<file path="src/rtl/i2c_pkg.sv">
// Shared I2C master definitions: acknowledge bit levels and the read-sequencer
// state encodings (also used by i2c_master_write_seq).
package i2c_pkg;

    localparam logic I2C_ACK  = 1'b0;
    localparam logic I2C_NACK = 1'b1;

    localparam logic [2:0] RS_IDLE    = 3'd0;
    localparam logic [2:0] RS_RD_BIT  = 3'd1;
    localparam logic [2:0] RS_RD_GAP  = 3'd2;
    localparam logic [2:0] RS_ACK_BIT = 3'd3;
    localparam logic [2:0] RS_ACK_GAP = 3'd4;
    localparam logic [2:0] RS_FINISH  = 3'd5;

endpackage

</file>
<file path="src/rtl/i2c_master_read_seq.sv">
// Byte-level I2C read sequencer: drives the read_bit/write_bit engine handshakes to
// collect LEN bytes MSB first, answering each byte with ACK, or NACK after the last.
module i2c_master_read_seq
    import i2c_pkg::*;
#(
    parameter int unsigned DATA_WIDTH = 8,
    parameter int unsigned LEN_WIDTH  = 8
) (
    input  logic                  clock,
    input  logic                  reset_n,
    input  logic                  start,
    input  logic [LEN_WIDTH-1:0]  len,
    output logic                  busy,
    output logic                  rd_go,
    input  logic                  rd_finish,
    input  logic                  rd_data,
    input  logic                  rd_error,
    output logic                  wr_go,
    output logic                  wr_data,
    input  logic                  wr_finish,
    input  logic                  wr_error,
    output logic [DATA_WIDTH-1:0] byte_data,
    output logic                  byte_valid,
    output logic                  done,
    output logic                  error
);

    localparam int unsigned CNT_W = $clog2(DATA_WIDTH + 1);
    localparam logic [CNT_W-1:0] CNT_FULL = CNT_W'(DATA_WIDTH);

    logic [2:0]            state_q,      state_d;
    logic [LEN_WIDTH-1:0]  remaining_q,  remaining_d;
    logic [CNT_W-1:0]      bit_cnt_q,    bit_cnt_d;
    logic [DATA_WIDTH-1:0] shreg_q,      shreg_d;
    logic                  abort_q,      abort_d;
    logic                  busy_q,       busy_d;
    logic                  rd_go_q,      rd_go_d;
    logic                  wr_go_q,      wr_go_d;
    logic                  wr_data_q,    wr_data_d;
    logic [DATA_WIDTH-1:0] byte_data_q,  byte_data_d;
    logic                  byte_valid_q, byte_valid_d;
    logic                  done_q,       done_d;
    logic                  error_q,      error_d;

    always_comb begin
        state_d      = state_q;
        remaining_d  = remaining_q;
        bit_cnt_d    = bit_cnt_q;
        shreg_d      = shreg_q;
        abort_d      = abort_q;
        busy_d       = busy_q;
        rd_go_d      = rd_go_q;
        wr_go_d      = wr_go_q;
        wr_data_d    = wr_data_q;
        byte_data_d  = byte_data_q;
        byte_valid_d = 1'b0;
        done_d       = 1'b0;
        error_d      = error_q;

        case (state_q)
            RS_IDLE: begin
                busy_d  = 1'b0;
                rd_go_d = 1'b0;
                wr_go_d = 1'b0;
                if (start) begin
                    busy_d    = 1'b1;
                    error_d   = 1'b0;
                    abort_d   = 1'b0;
                    bit_cnt_d = '0;
                    if (len != '0) begin
                        remaining_d = len;
                        rd_go_d     = 1'b1;
                        state_d     = RS_RD_BIT;
                    end else begin
                        remaining_d = '0;
                        state_d     = RS_FINISH;
                    end
                end
            end

            RS_RD_BIT: begin
                if (rd_finish) begin
                    rd_go_d = 1'b0;
                    if (rd_error) begin
                        abort_d = 1'b1;
                        state_d = RS_FINISH;
                    end else begin
                        shreg_d   = (shreg_q << 1) | DATA_WIDTH'(rd_data);
                        bit_cnt_d = bit_cnt_q + CNT_W'(1);
                        state_d   = RS_RD_GAP;
                    end
                end
            end

            // Single rd_go-low cycle so the bit engine can re-arm between bits.
            RS_RD_GAP: begin
                if (bit_cnt_q < CNT_FULL) begin
                    rd_go_d = 1'b1;
                    state_d = RS_RD_BIT;
                end else begin
                    byte_data_d  = shreg_q;
                    byte_valid_d = 1'b1;
                    wr_data_d    = (remaining_q == LEN_WIDTH'(1)) ? I2C_NACK : I2C_ACK;
                    wr_go_d      = 1'b1;
                    state_d      = RS_ACK_BIT;
                end
            end

            RS_ACK_BIT: begin
                if (wr_finish) begin
                    wr_go_d = 1'b0;
                    if (wr_error) begin
                        abort_d = 1'b1;
                        state_d = RS_FINISH;
                    end else begin
                        if (remaining_q != '0) begin
                            remaining_d = remaining_q - LEN_WIDTH'(1);
                        end
                        bit_cnt_d = '0;
                        state_d   = RS_ACK_GAP;
                    end
                end
            end

            RS_ACK_GAP: begin
                if (remaining_q == '0) begin
                    state_d = RS_FINISH;
                end else begin
                    rd_go_d = 1'b1;
                    state_d = RS_RD_BIT;
                end
            end

            // error is raised together with done, from the abort flag noted earlier.
            RS_FINISH: begin
                done_d  = 1'b1;
                error_d = abort_q;
                rd_go_d = 1'b0;
                wr_go_d = 1'b0;
                state_d = RS_IDLE;
            end

            default: begin
                rd_go_d = 1'b0;
                wr_go_d = 1'b0;
                state_d = RS_IDLE;
            end
        endcase
    end

    always_ff @(posedge clock or negedge reset_n) begin
        if (!reset_n) begin
            state_q      <= RS_IDLE;
            remaining_q  <= '0;
            bit_cnt_q    <= '0;
            shreg_q      <= '0;
            abort_q      <= 1'b0;
            busy_q       <= 1'b0;
            rd_go_q      <= 1'b0;
            wr_go_q      <= 1'b0;
            wr_data_q    <= 1'b0;
            byte_data_q  <= '0;
            byte_valid_q <= 1'b0;
            done_q       <= 1'b0;
            error_q      <= 1'b0;
        end else begin
            state_q      <= state_d;
            remaining_q  <= remaining_d;
            bit_cnt_q    <= bit_cnt_d;
            shreg_q      <= shreg_d;
            abort_q      <= abort_d;
            busy_q       <= busy_d;
            rd_go_q      <= rd_go_d;
            wr_go_q      <= wr_go_d;
            wr_data_q    <= wr_data_d;
            byte_data_q  <= byte_data_d;
            byte_valid_q <= byte_valid_d;
            done_q       <= done_d;
            error_q      <= error_d;
        end
    end

    assign busy       = busy_q;
    assign rd_go      = rd_go_q;
    assign wr_go      = wr_go_q;
    assign wr_data    = wr_data_q;
    assign byte_data  = byte_data_q;
    assign byte_valid = byte_valid_q;
    assign done       = done_q;
    assign error      = error_q;

endmodule

</file>
<file path="config.mk">
export PLATFORM = sky130hd
export DESIGN_NAME = i2c_master_read_seq
export DESIGN_NICKNAME = d
export VERILOG_FILES = /design/src/rtl/i2c_pkg.sv /design/src/rtl/i2c_master_read_seq.sv
export SDC_FILE = /design/constraint.sdc
export NUM_CORES = 1
export LEC_CHECK = 0
export CAP_MARGIN = 20
export CORE_AREA = 3 3 66 68
export CTS_CLUSTER_DIAMETER = 200
export DETAILED_ROUTE_END_ITERATION = 7
export DIE_AREA = 0 0 69 71
export PLACE_DENSITY_LB_ADDON = 0.15
export SLEW_MARGIN = 20
export SYNTH_ARGS = -nofsm -noshare
export SYNTH_HDL_FRONTEND = slang
export SYNTH_SLANG_ARGS = --single-unit
</file>
<file path="constraint.sdc">
create_clock -name clock -period 2.6 [get_ports clock]
set_clock_uncertainty 0.2 [all_clocks]
set_input_delay 0.26 -clock clock [delete_from_list [all_inputs] [get_ports clock]]
set_output_delay 0.26 -clock clock [all_outputs]
set_load 0.005 [all_outputs]
</file>
==> flow_summary.yaml, run 1 <==
status:
  outcome: "finished clean"
layout:
  fin_cells: 296
  area_delta_synth_final_pct: 23.7
  fin_area_um2: 2500
  nNetsFinal: 264
  layout-drive-gt1-share: 0.118
  antenna_cells: 0
setup_path:
  crit_required_ns: 2.58
  worstSetupPathType: "reg2reg"
  timing.reg2reg.worst_path_depth: 7
  cp.arrival_ns: 2.26
  worstSetupStartpoint: "remaining_q[0]$_DFFE_PN0P_"
  reg2reg_slack_ns: 0.32
  slowest_delay_ns: 0.46
  start_kind: "flip-flop"
  reg2reg_to: "remaining_q[1]$_DFFE_PN0P_"
  crit_chain: "inv_1, ha_1, nor3b_1, buf_4, a2111o_1, nand2_1, mux2_2"
  reg2reg_from: "remaining_q[0]$_DFFE_PN0P_"
  crit_path_end_kind: "flip-flop"
  critPathMaxFanout: 7
  crit_end: "remaining_q[1]$_DFFE_PN0P_"
  crit_family: "compound AO/OA/AOI/OAI gates"
  cp.depth: 7
  crit_slowest_cell: "a2111o_1"
  path_buf_inv: 2
detailed_routing:
  drcViolationCount: 0
  firstDrtPassIters: 4
  wl_per_cell_um: 14.0
  ant_nets: 0
  vias: 1653
  wl_um: 4150
  vias_per_cell: 5.58
  drt_iter0_drc: 109
cts:
  cts_tree: "built"
  cts_root_buf: "clkbuf_8"
  clockBufferDepth: 2
  clkTransAtPathRegs_ns: 0.08
  cts_made_buffers: 5
  cts_num_sinks: 39
  htree_num_levels: 2
  insertion_delay_ns: 0.28
  post_cts_resized: 0
synthesis:
  synth_warnings: 0
  ys_seq_area_frac: 0.482
  ys_dominant_reg_cell: "dfrtp_1"
  syn_nets: 230
  ys_top_cells_by_count: "dfrtp_1, nand2_1, nor2_1"
  synth.most_common_cell: "dfrtp_1"
  netlist-cell-type-count: 46
  synth_top_area_frac: 0.482
  postSynthCellCount: 211
  synthArstFlopShare: 1.00
  synth_edf_count: 0
  synth_top_area_cell: "dfrtp_1"
  synth.area.top_cells: "dfrtp_1, nand2_1, mux2_4, o21ai_0, nor2_1"
  ys_ff_latch: 39
  syn_area_um2: 2020
  synth_area_per_cell_um2: 9.59
pwr:
  clockPowerShare: 0.200
  power_mw: 2.60
  p_int_mw: 1.71
  power_frac_seq: 0.417
  p_sw_frac: 0.344
  comb_power_share: 0.383
  power_density_nw_per_um2: 1040
  p_sw_mw: 0.897
  leakage_nw: 1.15
  ir_drop_mv: 0.503
global_routing:
  grt_antenna_before_repair: 0
  grt_overflow: 0
  grt_pass1_wl_um: 7220
  grt.total_usage: 0.179
  grt_pass1_vias: 1564
  grt_max_degree: 40
timing:
  rsz0062_at_grt: "false"
  hold_ws_ns: 0.273
  post-route-period-util: 0.878
  max_clock_freq_ghz: 0.438
  maxSlewHeadroom: 0.435
  tightest_slew_ns: 0.847
  hold_viol: 0
  finalSetupTns_ns: 0
  drv_slew: 0
  setup_viol_count_final: 0
  finalCriticalPeriod_ns: 2.28
place:
  dp.cells: 287
  port-buffer-count: 30
  hpwlAfterDp_um: 2960
  placedInstanceArea_um2: 2370
  gp_congestion: 0.852
floorplan:
  rows: 23
  die-area_um2: 4900
  ios: 31
  die_x_um: 69
  start_util: 0.517
  coreArea_um2: 3910
  die_h_um: 71
job:
  cap_violations: 0
min_path:
  hold_depth: 2
  hp-class: "reg2reg"
[power by group through the flow]
stage / registers [mW] / logic [mW] / clock network (mW)
2_1_floorplan: 1.02 / 0.706 / 0
3_3_place_gp: 1.09 / 0.983 / 0
3_5_place_dp: 1.09 / 1.00 / 0
4_1_cts: 1.08 / 1.00 / 0.536
5_1_grt: 1.12 / 1.12 / 0.557
6_report: 1.09 / 0.997 / 0.522
[layout by cell type, fill, tap and decap left out, drive strengths merged, types with 3 or more instances in the layout]
| cell | count |
|---|---|
| or3 | 3 |
| dfrtp | 39 |
| nand2 | 34 |
| nor3 | 4 |
| nand3 | 8 |
| o21ai | 13 |
| nor2 | 16 |
| mux2i | 4 |
| a31oi | 5 |
| clkbuf | 6 |
| buf | 8 |
| o211ai | 6 |
| clkdlybuf4s50 | 29 |
| inv | 11 |
| mux2 | 9 |
| a21oi | 9 |
| nor4 | 5 |
| ha | 3 |
[worst min-delay path: stages (launching register included)]
cell,delay [ns]
dfrtp_1,0.35
nand2_1,0.05
nand2_1,0.05
[state kept, by name, summed over array words and instances (netlist names)]
register,count
abort_q,1
bit_cnt_q,4
busy,1
byte_data,8
byte_valid,1
done,1
error,1
rd_go,1
remaining_q,8
shreg_q,8
state_q,3
wr_data,1
wr_go,1
[cell type report]
class                           instances  area (um2)
Clock buffer                            6        82.6
Clock inverter                          2        35.0
Fill cell                             335        1410
Inverter                               12        45.0
Multi-Input combinational cell        149         943
Sequential cell                        39         976
Tap cell                               50        62.6
Timing Repair Buffer                   38         358
[cells by family after synthesis]
logic type                 synth area share
and+or+nand+nor                       0.203
muxes                                0.0829
adders and majority gates            0.0186
AOI/OAI and AO/OA                     0.157
buffers and inverters                0.0513
xor gates and xnor gates            0.00433
DFF                                   0.482
[routing by layer]
| layer | track usage | vias to the layer above | wire length [um] |
|---|---|---|---|
| li1 | - | 824 | - |
| met1 | 0.244 | 777 | 1980 |
| met2 | 0.291 | 48 | 1940 |
| met3 | 0.0341 | 4 | 180 |
| met4 | 0.0521 | 0 | 37 |
| met5 | 0 | - | 0 |
[metrics by stage]
step	util	setup WS (ns)
6_report	0.639	0.317
5_1_grt	0.639	0.190
4_1_cts	0.639	0.331
3_5_place_dp	0.607	0.342
3_3_place_gp	0.607	0.398
2_1_floorplan	-	0.573
[how the worst min path moves through the flow]
stage | startpoint | endpoint | slack [ns]
after floorplan | reset_n | abort_q$_DFFE_PN0P_ | -0.24
after global placement | reset_n | bit_cnt_q[1]$_DFFE_PN0P_ | 0.23
after detailed placement | reset_n | bit_cnt_q[1]$_DFFE_PN0P_ | 0.23
after CTS | shreg_q[7]$_DFFE_PN0P_ | byte_data[7]$_DFFE_PN0P_ | 0.28
after global routing | shreg_q[7]$_DFFE_PN0P_ | byte_data[7]$_DFFE_PN0P_ | 0.30
final | shreg_q[7]$_DFFE_PN0P_ | byte_data[7]$_DFFE_PN0P_ | 0.27
[repair_timing]
action,CTS,global route
hold buffers,1,0
buffers inserted,0,0
endpoints found under the hold margin,39,0
(Power assumes the default switching activity.)
==> run 2: changes to the inputs <==
Settings changed: CAP_MARGIN 20 to 25, CORE_AREA 3 3 66 68 to 3 3 92 50, DIE_AREA 0 0 69 71 to 0 0 95 53.
==> flow_summary.yaml, run 2 (synthesis gave the netlist of run 1 again) <==
detailed_routing:
  drcViolationCount: 0
  vias_per_cell: 5.51
  ant_nets: 0
  wl_um: 4370
  wl_per_cell_um: 14.5
  vias: 1660
  firstDrtPassIters: 4
  drt_iter0_drc: 59
setup_path:
  crit_path_end_kind: "flip-flop"
  slowest_delay_ns: 0.52
  path_buf_inv: 2
  critPathMaxFanout: 6
  crit_chain: "inv_1, ha_1, nor3b_1, buf_4, a2111oi_1, nor2_1, o22a_1"
  crit_family: "compound AO/OA/AOI/OAI gates"
  crit_required_ns: 2.59
  cp.arrival_ns: 2.37
  crit_slowest_cell: "a2111oi_1"
  worstSetupPathType: "reg2reg"
  start_kind: "flip-flop"
timing:
  tightest_slew_ns: 0.869
  rsz0062_at_grt: "false"
  finalCriticalPeriod_ns: 2.39
  maxSlewHeadroom: 0.420
  setup_viol_count_final: 0
  finalSetupTns_ns: 0
  hold_viol: 0
  max_clock_freq_ghz: 0.419
  post-route-period-util: 0.918
  drv_slew: 0
  fin_ws_ns: 0.214
layout:
  layout-drive-gt1-share: 0.121
  antenna_cells: 0
  final_util: 0.650
  fin_area_um2: 2510
  nNetsFinal: 265
  layout_commonest_cell: "dfrtp_1"
  nFillCells: 329
  area_delta_synth_final_pct: 24.1
  layout_common_cells: "dfrtp_1, nand2_1, clkdlybuf4s50_1, nor2_1, o21ai_0"
pwr:
  leakage_nw: 1.15
  power_density_nw_per_um2: 1040
  ir_drop_mv: 0.479
  power_mw: 2.62
place:
  placedInstanceArea_um2: 2390
  gp_congestion: 0.894
  hpwlAfterDp_um: 3120
  pre_cts_ws_ns: 0.303
  port-buffer-count: 30
cts:
  cts_tree: "built"
  cts_root_buf: "clkbuf_8"
  clockBufferDepth: 2
  cts_made_buffers: 5
  post_cts_resized: 0
  clkTransAtPathRegs_ns: 0.08
  htree_num_levels: 2
  post_cts_buffers: 0
  insertion_delay_ns: 0.30
  cts_num_sinks: 39
global_routing:
  grt_antenna_before_repair: 0
  grt_pass1_wl_um: 7490
  grt_overflow: 0
  grt.total_usage: 0.196
  grt_max_degree: 40
  use_met2: 0.308
  use_met3: 0.0511
  busiest_layer: "met2"
  use_met1: 0.269
  grt_pass1_vias: 1580
floorplan:
  die_x_um: 95
  rows: 16
  coreArea_um2: 3860
  die_h_um: 53
  ios: 31
  die-area_um2: 5040
  start_util: 0.524
job:
  cap_violations: 0
min_path:
  hp-class: "reg2reg"
status:
  outcome: "finished clean"
## run 2: changes by cell type in the layout (fill, tap and decap cells not counted)
cell	delta
buf_4	+1
clkinv_4	+1
clkbuf_8	-1
## run 2: final timing paths
check                                           start                          to  slack [ns]  cells after the start
setup / recovery           remaining_q[0]$_DFFE_PN0P_  remaining_q[4]$_DFFE_PN0P_        0.21                      7
hold / removal               byte_data[4]$_DFFE_PN0P_    byte_data[4]$_DFFE_PN0P_        0.28                      2
setup reg to reg           remaining_q[0]$_DFFE_PN0P_  remaining_q[4]$_DFFE_PN0P_        0.21                      7
hold reg to reg              byte_data[4]$_DFFE_PN0P_    byte_data[4]$_DFFE_PN0P_        0.28                      2
max in group asynchronous                     reset_n      state_q[1]$_DFFE_PN0P_        1.24                      2
min in group asynchronous                     reset_n        byte_valid$_DFF_PN0_        0.42                      2
## run 2: metal layers
metal,part of all wire,wire (um),vias up
met5,0,0,-
met4,0.0080,35,0
met3,0.043,189,6
met2,0.46,2010,35
met1,0.49,2130,802
li1,-,-,817
## run 2: report_power, final
| group | leakage (nW) | internal (mW) | total, mW | switching [mW] |
|---|---|---|---|---|
| logic | 0.602 | 0.556 | 1.04 | 0.479 |
| clock network | 0.0581 | 0.286 | 0.515 | 0.229 |
| registers | 0.489 | 0.855 | 1.07 | 0.212 |
| total | 1.15 | 1.70 | 2.62 | 0.920 |
## run 2: worst min-delay path, stage by stage (launching register included)
cell,delay [ns]
dfrtp_1,0.35
nand2_1,0.05
nand2_1,0.05
## run 2: metrics by stage
step | hold slack, ns | cells
6_report | 0.275 | 301
5_1_grt | 0.304 | 301
4_1_cts | 0.282 | 301
3_5_place_dp | 0.219 | 292
3_3_place_gp | 0.223 | 292
2_1_floorplan | -0.236 | 211
## run 2: layout make-up
class                           count  area (um2)  share of cell area
Clock buffer                        5        68.8              0.0274
Clock inverter                      3        43.8              0.0174
Inverter                           12        45.0              0.0179
Multi-Input combinational cell    149         943               0.376
Sequential cell                    39         976               0.389
Tap cell                           54        67.6              0.0269
Timing Repair Buffer               39         365               0.146
## run 2: timing repair
action | in CTS | in global routing
endpoints found under the hold margin | 39 | 0
endpoints found under the setup margin | 0 | 0
hold buffers | 1 | 0
==> RTL edit (flow settings as in run 1) <==
`shreg_q` and `byte_data_q` no longer have a reset.
--- a/src/rtl/i2c_master_read_seq.sv
+++ b/src/rtl/i2c_master_read_seq.sv
@@ -153,13 +153,11 @@
             state_q      <= RS_IDLE;
             remaining_q  <= '0;
             bit_cnt_q    <= '0;
-            shreg_q      <= '0;
             abort_q      <= 1'b0;
             busy_q       <= 1'b0;
             rd_go_q      <= 1'b0;
             wr_go_q      <= 1'b0;
             wr_data_q    <= 1'b0;
-            byte_data_q  <= '0;
             byte_valid_q <= 1'b0;
             done_q       <= 1'b0;
             error_q      <= 1'b0;
@@ -167,17 +165,20 @@
             state_q      <= state_d;
             remaining_q  <= remaining_d;
             bit_cnt_q    <= bit_cnt_d;
-            shreg_q      <= shreg_d;
             abort_q      <= abort_d;
             busy_q       <= busy_d;
             rd_go_q      <= rd_go_d;
             wr_go_q      <= wr_go_d;
             wr_data_q    <= wr_data_d;
-            byte_data_q  <= byte_data_d;
             byte_valid_q <= byte_valid_d;
             done_q       <= done_d;
             error_q      <= error_d;
         end
+    end
+
+    always_ff @(posedge clock) begin
+        shreg_q     <= shreg_d;
+        byte_data_q <= byte_data_d;
     end
 
     assign busy       = busy_q;
Check against the original RTL: same outputs for any inputs over 10 cycles, from zero or initial values and one cycle with reset_n low; that may be too few to reach the edited logic, so the function may still have changed.
==> RTL edit against run 1 <==
- fmax is 5.6% lower
- global-route usage is 0.077 points higher
- final area is 5.8% lower
- non-clock buffer count is 3 lower
- synthesized area is 7.0% lower
- critical path depth is 2 lower
- count of clock-buffer cells in the layout is 1 lower
- clock power is 3.8% lower
- first-iteration DRC count is 27% higher
- routed wire length is 3.4% lower
- setup slack worse by 0.13 ns
- final cell count is 14% lower
- sequential cell count stayed put
- power is 16% lower
- largest power group unchanged
==> RTL edit: results (changes against run 1) <==
Run status
  – Outcome: complete, no violations

Synth
  – Mux contribution to synthesized area: 2.26% (-6.0 points)
  – Seq/Total Area, Yosys: 56.1% (+7.9 points)
  – Synth cell count leaders: 23 x dfrtp_1, 16 x edfxtp_1, 12 x nand2_1, 12 x nor2_1
  – Syn avg cell area: 10.9 um2 (+14%)
  – Net Count, Synth: 191 (-17%)
  – Adder-Cell Fraction of Synth Area: 1.99% (+0.14 points)
  – Number of synthesized flops with an enable pin: 16 (+16)
  – Complex-gate fraction of the synthesized area: 20.3% (+4.6 points)
  – Synth Area in XOR/XNOR: 0.465% (+0.033 points)
  – Netlist cell types: 43 (-6.5%)
  – Post-synthesis async set-or-reset flop share: 59.0% (-41 points)
  – Synth area leaders: dfrtp_1 31%, edfxtp_1 26%, a21oi_1 2.7%, o21ai_0 2.7%, nand2_1 2.4%

Clock network
  – CTS max path bufs: 2 (unchanged)
  – Total setup buffers inserted after CTS: 0 (unchanged)
  – Worst-skew pair later-pin latency: 0.29 ns
  – Clk pin slew, worst setup/hold paths: 0.08 ns (about the same)

Placed design
  – Placed Cells incl. Taps: 248 (-14%)
  – Detailed placement HPWL: 2890 um (-2.5%)
  – Placer Congestion: 0.884 (+3.8%)

Routing
  – Vias: 1,466 (-11%)
  – Total detailed-routing wirelength: 4000 um (-3.4%)
  – Number of DRC markers in iteration 0: 138 (+27%)

Global route
  – Largest net degree at the start of global routing: 24 (-40%)
  – Grt met3 use: 4.97% (+1.6 points)
  – Met1 global-route usage: 23.9% (-0.49 points)
  – Grt met2 use: 28.4% (-0.74 points)
  – First-pass GRT wire length: 7080 um (-1.9%)
  – GRT Overall Usage: 17.9% (+0.077 points)

Pwr
  – Leak: 0.911 nW (-21%)
  – Switching part of the total: 35.0% (+0.62 points)
  – VDD IR max: 0.616 mV (+22%)
  – Power Combinational: 0.726 mW (-27%)
  – Clk. pwr: 0.502 mW (-3.8%)

Final layout
  – Antenna diode count: 0 (unchanged)
  – Share of cells above drive strength 1: 10.2% (-1.6 points)
  – # fillers: 339 (+1.2%)
  – Layout Nets: 224 (-15%)
  – Final cell count without fillers: 256 (-14%)

Worst setup path
  – Delay-heaviest family, CP: simple AND/OR/NAND/NOR gates
  – Crit path DAT: 2.40 ns (+0.14 ns)
  – Max stage delay on crit path: 0.60 ns (+0.14 ns)
  – Critical-path top delay cell: or4b_1

Job
  – Max_cap viols: 0 (unchanged)

Min path
  – HP Class: input pin to async pin

Timing
  – Worst slew margin: 54.1% (+11 points)
==> RTL edit: changes by cell type after synthesis, sizes merged, moves of 7 or more <==
cell	before	now
nand2	34	12
dfrtp	39	23
edfxtp	0	16
mux2	9	2
==> RTL edit: cell type report <==
| type | instances | share of cell area, % |
|---|---|---|
| clock buffer | 5 | 2.92 |
| timing repair buffer | 35 | 14.3 |
| tap | 50 | 2.65 |
| multi-input combinational | 116 | 32.2 |
| inverter | 8 | 1.27 |
| clock inverter | 3 | 1.86 |
| sequential | 39 | 44.8 |
==> RTL edit: final timing paths <==
kind	cells after the start	end	slack, ns	from
max	5	rd_go	0.18	remaining_q[0]
min	2	wr_data	0.12	reset_n
max reg2reg	5	rd_go	0.18	remaining_q[0]
min reg2reg	0	byte_data[7]	0.24	shreg_q[7]
max in group asynchronous	2	wr_go	1.84	reset_n
min in group clock	0	byte_data[7]	0.24	shreg_q[7]
==> RTL edit: metal layers <==
| layer | up-vias | wire [um] |
|---|---|---|
| met1 | 714 | 1790 |
| li1 | 717 | - |
| met5 | - | 0 |
| met3 | 2 | 176 |
| met4 | 0 | 22 |
| met2 | 33 | 2020 |
==> RTL edit: through the flow <==
stage / power (mW) / setup WS [ns] / hold WS, ns / area (um2)
after floorplan: 1.45 / 0.335 / -0.236 / 1880
after global placement: 1.66 / 0.258 / 0.209 / 2250
after detailed placement: 1.70 / 0.206 / 0.227 / 2250
after CTS: 2.20 / 0.189 / 0.135 / 2360
after global routing: 2.36 / 0.0175 / 0.142 / 2360
final: 2.19 / 0.182 / 0.124 / 2360
